**config.mk**
```make
export PLATFORM = sky130hd
export DESIGN_NAME = tnn_popcount_accum
export DESIGN_NICKNAME = d
export VERILOG_FILES = /design/src/rtl/tnn_pkg.sv /design/src/rtl/tnn_popcount_chunk.sv /design/src/rtl/tnn_popcount_accum.sv
export SDC_FILE = /design/constraint.sdc
export NUM_CORES = 1
export LEC_CHECK = 0
export ABC_AREA = 0
export CAP_MARGIN = 0
export CORE_MARGIN = 2
export CORE_UTILIZATION = 60
export CTS_BUF_LIST = sky130_fd_sc_hd__clkbuf_4 sky130_fd_sc_hd__clkbuf_8
export CTS_CLUSTER_DIAMETER = 30
export CTS_CLUSTER_SIZE = 16
export DETAILED_ROUTE_END_ITERATION = 6
export DONT_BUFFER_PORTS = 1
export PLACE_DENSITY = 0.85
export SLEW_MARGIN = 5
export SYNTH_ARGS = -nofsm -noshare
export SYNTH_HDL_FRONTEND = slang
export SYNTH_SLANG_ARGS = --single-unit
```
**constraint.sdc**
```tcl
create_clock -name clk -period 1.9 [get_ports clk]
set_input_delay 0.285 -clock clk [delete_from_list [all_inputs] [get_ports clk]]
set_output_delay 0.285 -clock clk [all_outputs]
set_load 0.005 [all_outputs]
```
**src/rtl/tnn_pkg.sv**
```systemverilog
// ---------------------------------------------------------------------------
// tnn_pkg
// Shared definitions for the ternary-neuron popcount accumulator:
//   - trit encodings driven on out_trit
//   - FSM state encoding of the accumulator
//   - acc_width(): signed accumulator width that covers +/- chunk_w*max_beats
// ---------------------------------------------------------------------------
package tnn_pkg;

  localparam logic [1:0] TRIT_POS  = 2'b01;
  localparam logic [1:0] TRIT_ZERO = 2'b00;
  localparam logic [1:0] TRIT_NEG  = 2'b11;

  typedef enum logic [1:0] {
    ACC   = 2'd0,  // accepting beats
    DRAIN = 2'd1,  // folding the final staged beat into acc
    OUT   = 2'd2   // presenting the result
  } state_t;

  // One extra bit on top of the magnitude width provides the sign.
  function automatic int acc_width(input int chunk_w, input int max_beats);
    return $clog2(chunk_w * max_beats + 1) + 1;
  endfunction

endpackage

```
**src/rtl/tnn_popcount_chunk.sv**
```systemverilog
// ---------------------------------------------------------------------------
// tnn_popcount_chunk
// Combinational popcount of one CHUNK_W-bit mask with optional LSB truncation.
// Ports:
//   mask       in   CHUNK_W  bits to count
//   approx_en  in   1        clear the DROP low-order bits of the count
//   pc         out  PC_W     (possibly truncated) popcount
// ---------------------------------------------------------------------------
module tnn_popcount_chunk #(
  parameter  int CHUNK_W = 14,
  parameter  int DROP    = 1,
  localparam int PC_W    = $clog2(CHUNK_W + 1)
) (
  input  logic [CHUNK_W-1:0] mask,
  input  logic               approx_en,
  output logic [PC_W-1:0]    pc
);

  // Truncation is a mask rather than a shift pair: same result, no shifter.
  localparam logic [PC_W-1:0] LOW_MASK = PC_W'((1 << DROP) - 1);

  logic [PC_W-1:0] pc_exact;

  always_comb begin
    pc_exact = '0;
    for (int i = 0; i < CHUNK_W; i++) begin
      pc_exact = pc_exact + PC_W'(mask[i]);
    end
  end

  assign pc = approx_en ? (pc_exact & ~LOW_MASK) : pc_exact;

endmodule

```
**src/rtl/tnn_popcount_accum.sv**
```systemverilog
// ---------------------------------------------------------------------------
// tnn_popcount_accum
// Streams a ternary-weighted input vector as CHUNK_W-bit beats, accumulates
// popcount(pos) - popcount(neg) per beat (exact or LSB-truncated), and emits
// the signed sum plus a ternary activation from two thresholds.
// Ports:
//   clk, rst             clock, asynchronous active-high reset
//   approx_en            truncated chunk popcounts, sampled per accepted beat
//   in_valid/in_ready    beat handshake
//   in_pos, in_neg       positive / negative match masks
//   in_last              final beat of the vector
//   thr_hi, thr_lo       activation thresholds, sampled on the final beat
//   out_valid/out_ready  result handshake
//   out_sum              accumulated signed sum
//   out_trit             activation (01 = +1, 00 = 0, 11 = -1)
//   out_trunc            vector was cut off at MAX_BEATS without in_last
// ---------------------------------------------------------------------------
module tnn_popcount_accum
  import tnn_pkg::*;
#(
  parameter  int CHUNK_W   = 14,
  parameter  int MAX_BEATS = 8,
  parameter  int DROP      = 1,
  localparam int ACC_W     = acc_width(CHUNK_W, MAX_BEATS)
) (
  input  logic                    clk,
  input  logic                    rst,
  input  logic                    approx_en,
  input  logic                    in_valid,
  output logic                    in_ready,
  input  logic [CHUNK_W-1:0]      in_pos,
  input  logic [CHUNK_W-1:0]      in_neg,
  input  logic                    in_last,
  input  logic signed [ACC_W-1:0] thr_hi,
  input  logic signed [ACC_W-1:0] thr_lo,
  output logic                    out_valid,
  input  logic                    out_ready,
  output logic signed [ACC_W-1:0] out_sum,
  output logic [1:0]              out_trit,
  output logic                    out_trunc
);

  localparam int PC_W  = $clog2(CHUNK_W + 1);
  localparam int CNT_W = (MAX_BEATS > 1) ? $clog2(MAX_BEATS) : 1;
  localparam logic [CNT_W-1:0] LAST_CNT = CNT_W'(MAX_BEATS - 1);

  state_t                  state_reg;
  logic                    in_ready_reg;
  logic                    out_valid_reg;
  logic signed [ACC_W-1:0] out_sum_reg;
  logic [1:0]              out_trit_reg;
  logic                    out_trunc_reg;
  logic signed [ACC_W-1:0] acc_reg;
  logic signed [ACC_W-1:0] s1_reg;
  logic                    s1_vld_reg;
  logic [CNT_W-1:0]        beat_cnt_reg;
  logic signed [ACC_W-1:0] thr_hi_reg;
  logic signed [ACC_W-1:0] thr_lo_reg;

  logic [PC_W-1:0]         pc_pos;
  logic [PC_W-1:0]         pc_neg;
  logic signed [ACC_W-1:0] beat_d;
  logic                    beat_fire;
  logic                    end_beat;
  logic [1:0]              trit_next;

  tnn_popcount_chunk #(.CHUNK_W(CHUNK_W), .DROP(DROP)) u_pc_pos (
    .mask      (in_pos),
    .approx_en (approx_en),
    .pc        (pc_pos)
  );

  tnn_popcount_chunk #(.CHUNK_W(CHUNK_W), .DROP(DROP)) u_pc_neg (
    .mask      (in_neg),
    .approx_en (approx_en),
    .pc        (pc_neg)
  );

  // Zero-extended subtraction at full width yields the correct two's
  // complement difference because ACC_W exceeds PC_W.
  assign beat_d    = ACC_W'(pc_pos) - ACC_W'(pc_neg);
  assign beat_fire = in_valid && in_ready_reg && (state_reg == ACC);
  // The MAX_BEATS-th beat closes the vector whether or not in_last is set.
  assign end_beat  = in_last || (beat_cnt_reg == LAST_CNT);

  // +1 is tested first so it wins when the thresholds overlap.
  always_comb begin
    trit_next = TRIT_ZERO;
    if (acc_reg >= thr_hi_reg) begin
      trit_next = TRIT_POS;
    end else if (acc_reg <= thr_lo_reg) begin
      trit_next = TRIT_NEG;
    end
  end

  always_ff @(posedge clk or posedge rst) begin
    if (rst) begin
      state_reg     <= ACC;
      in_ready_reg  <= 1'b0;
      out_valid_reg <= 1'b0;
      out_sum_reg   <= '0;
      out_trit_reg  <= TRIT_ZERO;
      out_trunc_reg <= 1'b0;
      acc_reg       <= '0;
      s1_reg        <= '0;
      s1_vld_reg    <= 1'b0;
      beat_cnt_reg  <= '0;
      thr_hi_reg    <= '0;
      thr_lo_reg    <= '0;
    end else begin
      case (state_reg)
        ACC: begin
          // One-stage pipeline: the beat staged last cycle lands in acc now.
          if (s1_vld_reg) begin
            acc_reg <= acc_reg + s1_reg;
          end
          in_ready_reg <= 1'b1;
          if (beat_fire) begin
            s1_reg       <= beat_d;
            s1_vld_reg   <= 1'b1;
            beat_cnt_reg <= beat_cnt_reg + CNT_W'(1);
            if (end_beat) begin
              thr_hi_reg    <= thr_hi;
              thr_lo_reg    <= thr_lo;
              out_trunc_reg <= !in_last;
              in_ready_reg  <= 1'b0;
              state_reg     <= DRAIN;
            end
          end else begin
            s1_vld_reg <= 1'b0;
          end
        end

        DRAIN: begin
          acc_reg    <= acc_reg + s1_reg;
          s1_vld_reg <= 1'b0;
          state_reg  <= OUT;
        end

        OUT: begin
          // First OUT cycle registers the result from the settled acc;
          // afterwards it is held until the consumer takes it.
          if (!out_valid_reg) begin
            out_valid_reg <= 1'b1;
            out_sum_reg   <= acc_reg;
            out_trit_reg  <= trit_next;
          end else if (out_ready) begin
            out_valid_reg <= 1'b0;
            in_ready_reg  <= 1'b1;
            acc_reg       <= '0;
            s1_reg        <= '0;
            beat_cnt_reg  <= '0;
            state_reg     <= ACC;
          end
        end

        default: begin
          state_reg    <= ACC;
          in_ready_reg <= 1'b0;
        end
      endcase
    end
  end

  assign in_ready  = in_ready_reg;
  assign out_valid = out_valid_reg;
  assign out_sum   = out_sum_reg;
  assign out_trit  = out_trit_reg;
  assign out_trunc = out_trunc_reg;

endmodule
```
**Yosys cells after proc, flatten, opt, wreduce, memory -nomap -nowiden**

Index checks and enable logic that the tools add are counted.

- Bits in registers: 51
- Logic and storage cells: 95
- Bits of input ports: 50
- Output and inout port bits: 13

- Muxes and demuxes: 28
- Add/subtract/negate cells: 29
- Reductions and logical operators: 14
- Magnitude comparators: 2
- Bitwise logic cells: 2
- Equality and inequality tests: 8

Operators by type and width:

| operator | count |
|---|---|
| $add 4x1->4 | 24 |
| $mux 8 | 4 |
| $pmux 8 s3 | 1 |
| $pmux 8 s2 | 1 |
| $mux 2 | 6 |
| $reduce_and 4->1 | 3 |
| $ne 2x2->1 const B | 5 |
| $mux 1 | 9 |
| $mux 3 | 3 |
| $add 8x8->8 | 1 |
| $ge 8x8->1 | 1 |
| $le 8x8->1 | 1 |
| $pmux 2 s3 | 1 |
| $pmux 3 s2 | 1 |
| $reduce_and 3->1 | 2 |
| $sub 4x4->5 | 1 |
| $add 1x1->2 | 2 |
| $reduce_bool 2->1 | 2 |
| $add 3x1->3 const B | 1 |
| $eq 3x3->1 const B | 1 |
| $pmux 1 s3 | 1 |
| $reduce_bool 3->1 | 1 |
| $eq 2x1->1 const B | 1 |
| $eq 2x2->1 const B | 1 |
| 7 further kinds | 9 |

**Logic depth before layout (Yosys ltp)**

- Depth after elaboration: 17
- Depth in mapped cells: 16
- Mapped depth without buffers: 16

**Modules after synthesis**

Synthesis repeated with hierarchy kept, for this count alone.

- Cells, all modules: 335
- Area, all modules: 3,368.2 sq um

By module, submodules not included:

| module | sequential area each (sq um) | area an instance (sq um) | instances | cells an instance |
|---|---|---|---|---|
| tnn_popcount_accum | 1,201.2 | 2,725.1 | 1 | 261 |
| tnn_popcount_chunk | 0.0 | 321.6 | 2 | 37 |

**Least setup slack after synthesis**

OpenSTA, ideal clock, no wires.

- Path type: input-to-reg
- Start: in in_pos[0]
- End: reg s1_reg[6]
- Required time: 1.790 ns
- Slack: -2.392 ns
- Stages on the path: 13
- Arrival time: 4.182 ns
- Setup time: 0.110 ns
- Path buffers: 0
- Cells stage by stage: ha_1 -> inv_1 -> fa_1 -> fa_1 -> fa_1 -> fa_1 -> fa_1 -> inv_1 -> fa_1 -> fa_1 -> a21oi_1 -> nor2b_1 -> o41ai_1

- Longest elaborated chain between the ends: 17

Ends and longest elaborated chain:

| element | RTL line | text |
|---|---|---|
| start: declaration | tnn_popcount_accum.sv:31 | `input logic [CHUNK_W-1:0] in_pos,` |
| $add 1x1->2 * | tnn_popcount_chunk.sv:27 | `pc_exact = pc_exact + PC_W'(mask[i]);` |
| $add 4x1->4 * (12 in series) | tnn_popcount_chunk.sv:27 |  |
| $mux 1 | tnn_popcount_chunk.sv:31 | `assign pc = approx_en ? (pc_exact & ~LOW_MASK) : pc_exact;` |
| $sub 4x4->5 * | tnn_popcount_accum.sv:81 | `assign beat_d = ACC_W'(pc_pos) - ACC_W'(pc_neg);` |
| $mux 8 * | tnn_popcount_accum.sv:118 | `if (beat_fire) begin` |
| $pmux 8 s2 * | tnn_popcount_accum.sv:111 | `case (state_reg)` |
| end signal: assignment | tnn_popcount_accum.sv:119 | `s1_reg <= beat_d;` |
| end: declaration | tnn_popcount_accum.sv:54 | `logic signed [ACC_W-1:0] s1_reg;` |

Mark *: on every way between the ends. The rest lies on a longest branch, timed or not. The select of a mux whose other input is x is not followed.
A chain may end at the register's enable or synchronous reset.

**Worst setup path in the final report**

- Start: in in_pos[1]
- End: reg s1_reg[6]

Same word-level chain as after synthesis.

==> flow_metrics.tcl <==
set metrics [dict create \
    status "finished with violations" \
    violations "setup timing" \
    cts.path.max_buffers 2 \
    fill_cells 397 \
    syn_nets 426 \
    postRouteAntennaNets 0 \
    crit_top_cell "fa_1" \
    finalSetupViolations 7 \
    grt_pass1_wl_mm 10.6 \
    dr.pass1.iters 4 \
    start_kind "primary input" \
    timing.final.ws_setup_ns -2.12 \
    vias 2287 \
    max_freq_mhz 249 \
    tightest_slew_ns 0.357 \
    hold_ws_ns 0.0749 \
    yosys_register_bits 48 \
    multi_input_area_mm2 0.00203 \
    worstPathBufferInverterCount 2 \
    clk_pin_slew_ns 0.08 \
    nets 450 \
    n_antenna_cell 0 \
    overflow 0 \
    crit_arrival_ns 4.22 \
    pre_cts_ws_ns -2.46 \
    slowest_delay_ns 0.53 \
    dpl.hpwl_mm 5.16 \
    drv_slew 0 \
    drive_gt1_frac 0.205 \
    grtUsageTotal 0.215 \
    required_ns 2.10 \
    max-slew-margin-rel 0.759 \
    grt_pass1_vias 2402 \
    finalInstanceArea_mm2 0.00380 \
    ir_drop_mv 1.18 \
    synth_ff_type "dfrtp_1" \
    drc 0 \
    ff_latch_area_mm2 0.00120 \
    coreArea_mm2 0.00547 \
    die_w_um 79.0 \
    ys_warn_count 0 \
    post_drt_wl_per_cell_um 15.9 \
    initial_core_util 0.617 \
    critPathKind "in2reg" \
    clkLatencyLatePin_ns 0.29 \
    drv_cap 0 \
    async_reset_ff_frac 1.00 \
    area_delta_synth_final_pct 12.6 \
    place_area_mm2 0.00364 \
    final.period_utilization 2.12 \
    grt_antenna_before_repair 0 \
    cts.sinks 48 \
    viasPerCell 5.54 \
    num_io_pins 63 \
    fin_util 0.695 \
    post_synth.cell_area_avg_um2 10.7 \
    cts_tree "built" \
    rows 27 \
    crit_path_max_fanout 2 \
    pwr_density_cell_mw_per_mm2 1870 \
    synth.distinct_cells 42 \
    grt_max_degree 49 \
    syn-cell-area_mm2 0.00338 \
    dieArea_mm2 0.00625 \
    synth-edff-count 0 \
    cts-root-buf "clkbuf_8" \
    cts_max_level 2 \
    cp_top_family "adder cells" \
    clock_skew_ns 0.00415 \
    synth-seq-area-share 0.356 \
    path_cells "ha_4, inv_2, fa_1, fa_1, fa_1, fa_1, fa_2, inv_2, fa_2, fa_2, a21oi_1, nor2b_1, o41ai_2" \
    final_common_cell "inv_1" \
    rsz0062_at_grt "true" \
    fp.dieH_um 79.0 \
    cp-end-kind "flop" \
    port_buffers 0 \
    p_leak_uw 0.00192 \
    mostFrequentLayoutCells "56 x inv_1, 47 x dfrtp_1, 35 x ha_1" \
    drt-initial-drc-count 112 \
    postSynthCellCount 317 \
    hp-class "in2reg" \
    drt_wl_total_mm 6.55 \
    hold_viol 0 \
    period_minus_slack_ns 4.02 \
    slowest_stage "fa_1" \
    numCtsBuffers 5 \
    globalplace.congestion 0.812 \
]
worst paths after layout:
path | slack, ns | cells past startpoint | from | end
setup reg to reg | -0.01 | 5 | state_reg[0] | out_trit[0]
max in group asynchronous | 1.19 | 3 | rst | acc_reg[1]
hold / removal | 0.07 | 1 | in_last | out_trunc
setup / recovery | -2.12 | 13 | in_pos[1] | s1_reg[6]
hold reg to reg | 0.49 | 2 | s1_reg[2] | s1_reg[2]
min in group asynchronous | 0.48 | 3 | rst | thr_lo_reg[2]
repair_timing:
action,CTS,global route
hold buffers,1,0
endpoints found under the setup margin,8,8
buffers inserted,0,2
hold endpoints to repair,48,0
resized for setup,6,8
pin swaps,2,4
cell families after synthesis:
logic type               synth area share
flip-flops                          0.356
AND/OR/NAND/NOR                    0.0852
XOR/XNOR                           0.0233
adder cells (fa/ha/maj)             0.259
AO/OA/AOI/OAI                       0.113
multiplexers                       0.0893
buffers and inverters              0.0748
metal layers:
metal / vias up / GRT usage / wire length, um
li1: 1111 / - / -
met2: 53 / 0.409 / 3560
met5: - / 0 / 0
met4: 0 / 0.0466 / 80
met1: 1114 / 0.239 / 2620
met3: 9 / 0.0557 / 287
through the flow:
stage	cells	total power [uW]	TNS [ns]
final	413	7100	-9.63
after floorplan	317	4950	-10.40
after detailed placement	403	6140	-11.25
after global routing	413	7750	-10.15
after global placement	403	5820	-10.77
after CTS	411	6810	-9.49
cells in the mapped netlist (all sizes together), types with 3 or more instances:
library cell / instances / area share
nor2: 9 / 0.015
dfrtp: 48 / 0.36
nor2b: 5 / 0.0093
inv: 62 / 0.069
a21oi: 12 / 0.018
o21a: 3 / 0.0067
a211oi: 3 / 0.0067
ha: 41 / 0.15
xor2: 5 / 0.013
nand4: 4 / 0.0074
nand2: 18 / 0.020
a31oi: 3 / 0.0056
mux2: 25 / 0.083
xnor2: 4 / 0.010
o21ai: 15 / 0.022
fa: 18 / 0.11
a22o: 6 / 0.016
a21o: 8 / 0.018
nor3: 3 / 0.0044
o21bai: 3 / 0.0067
power breakdown:
group	leakage [uW]	total, uW	internal, uW	switching, uW
Combinational	0.00128	4570	2330	2240
Clock	0.0000445	587	265	322
Sequential	0.000587	1940	1520	426
Total	0.00192	7100	4110	2990
area by class of cell:
| class | instances | share of cell area |
|---|---|---|
| Multi-Input combinational cell | 205 | 0.535 |
| Sequential cell | 48 | 0.316 |
| Inverter | 62 | 0.0618 |
| Timing Repair Buffer | 19 | 0.0424 |
| Tap cell | 72 | 0.0237 |
| Clock buffer | 6 | 0.0201 |
| Clock inverter | 1 | 0.00132 |
No activity file was read; power rests on OpenSTA's default activity.
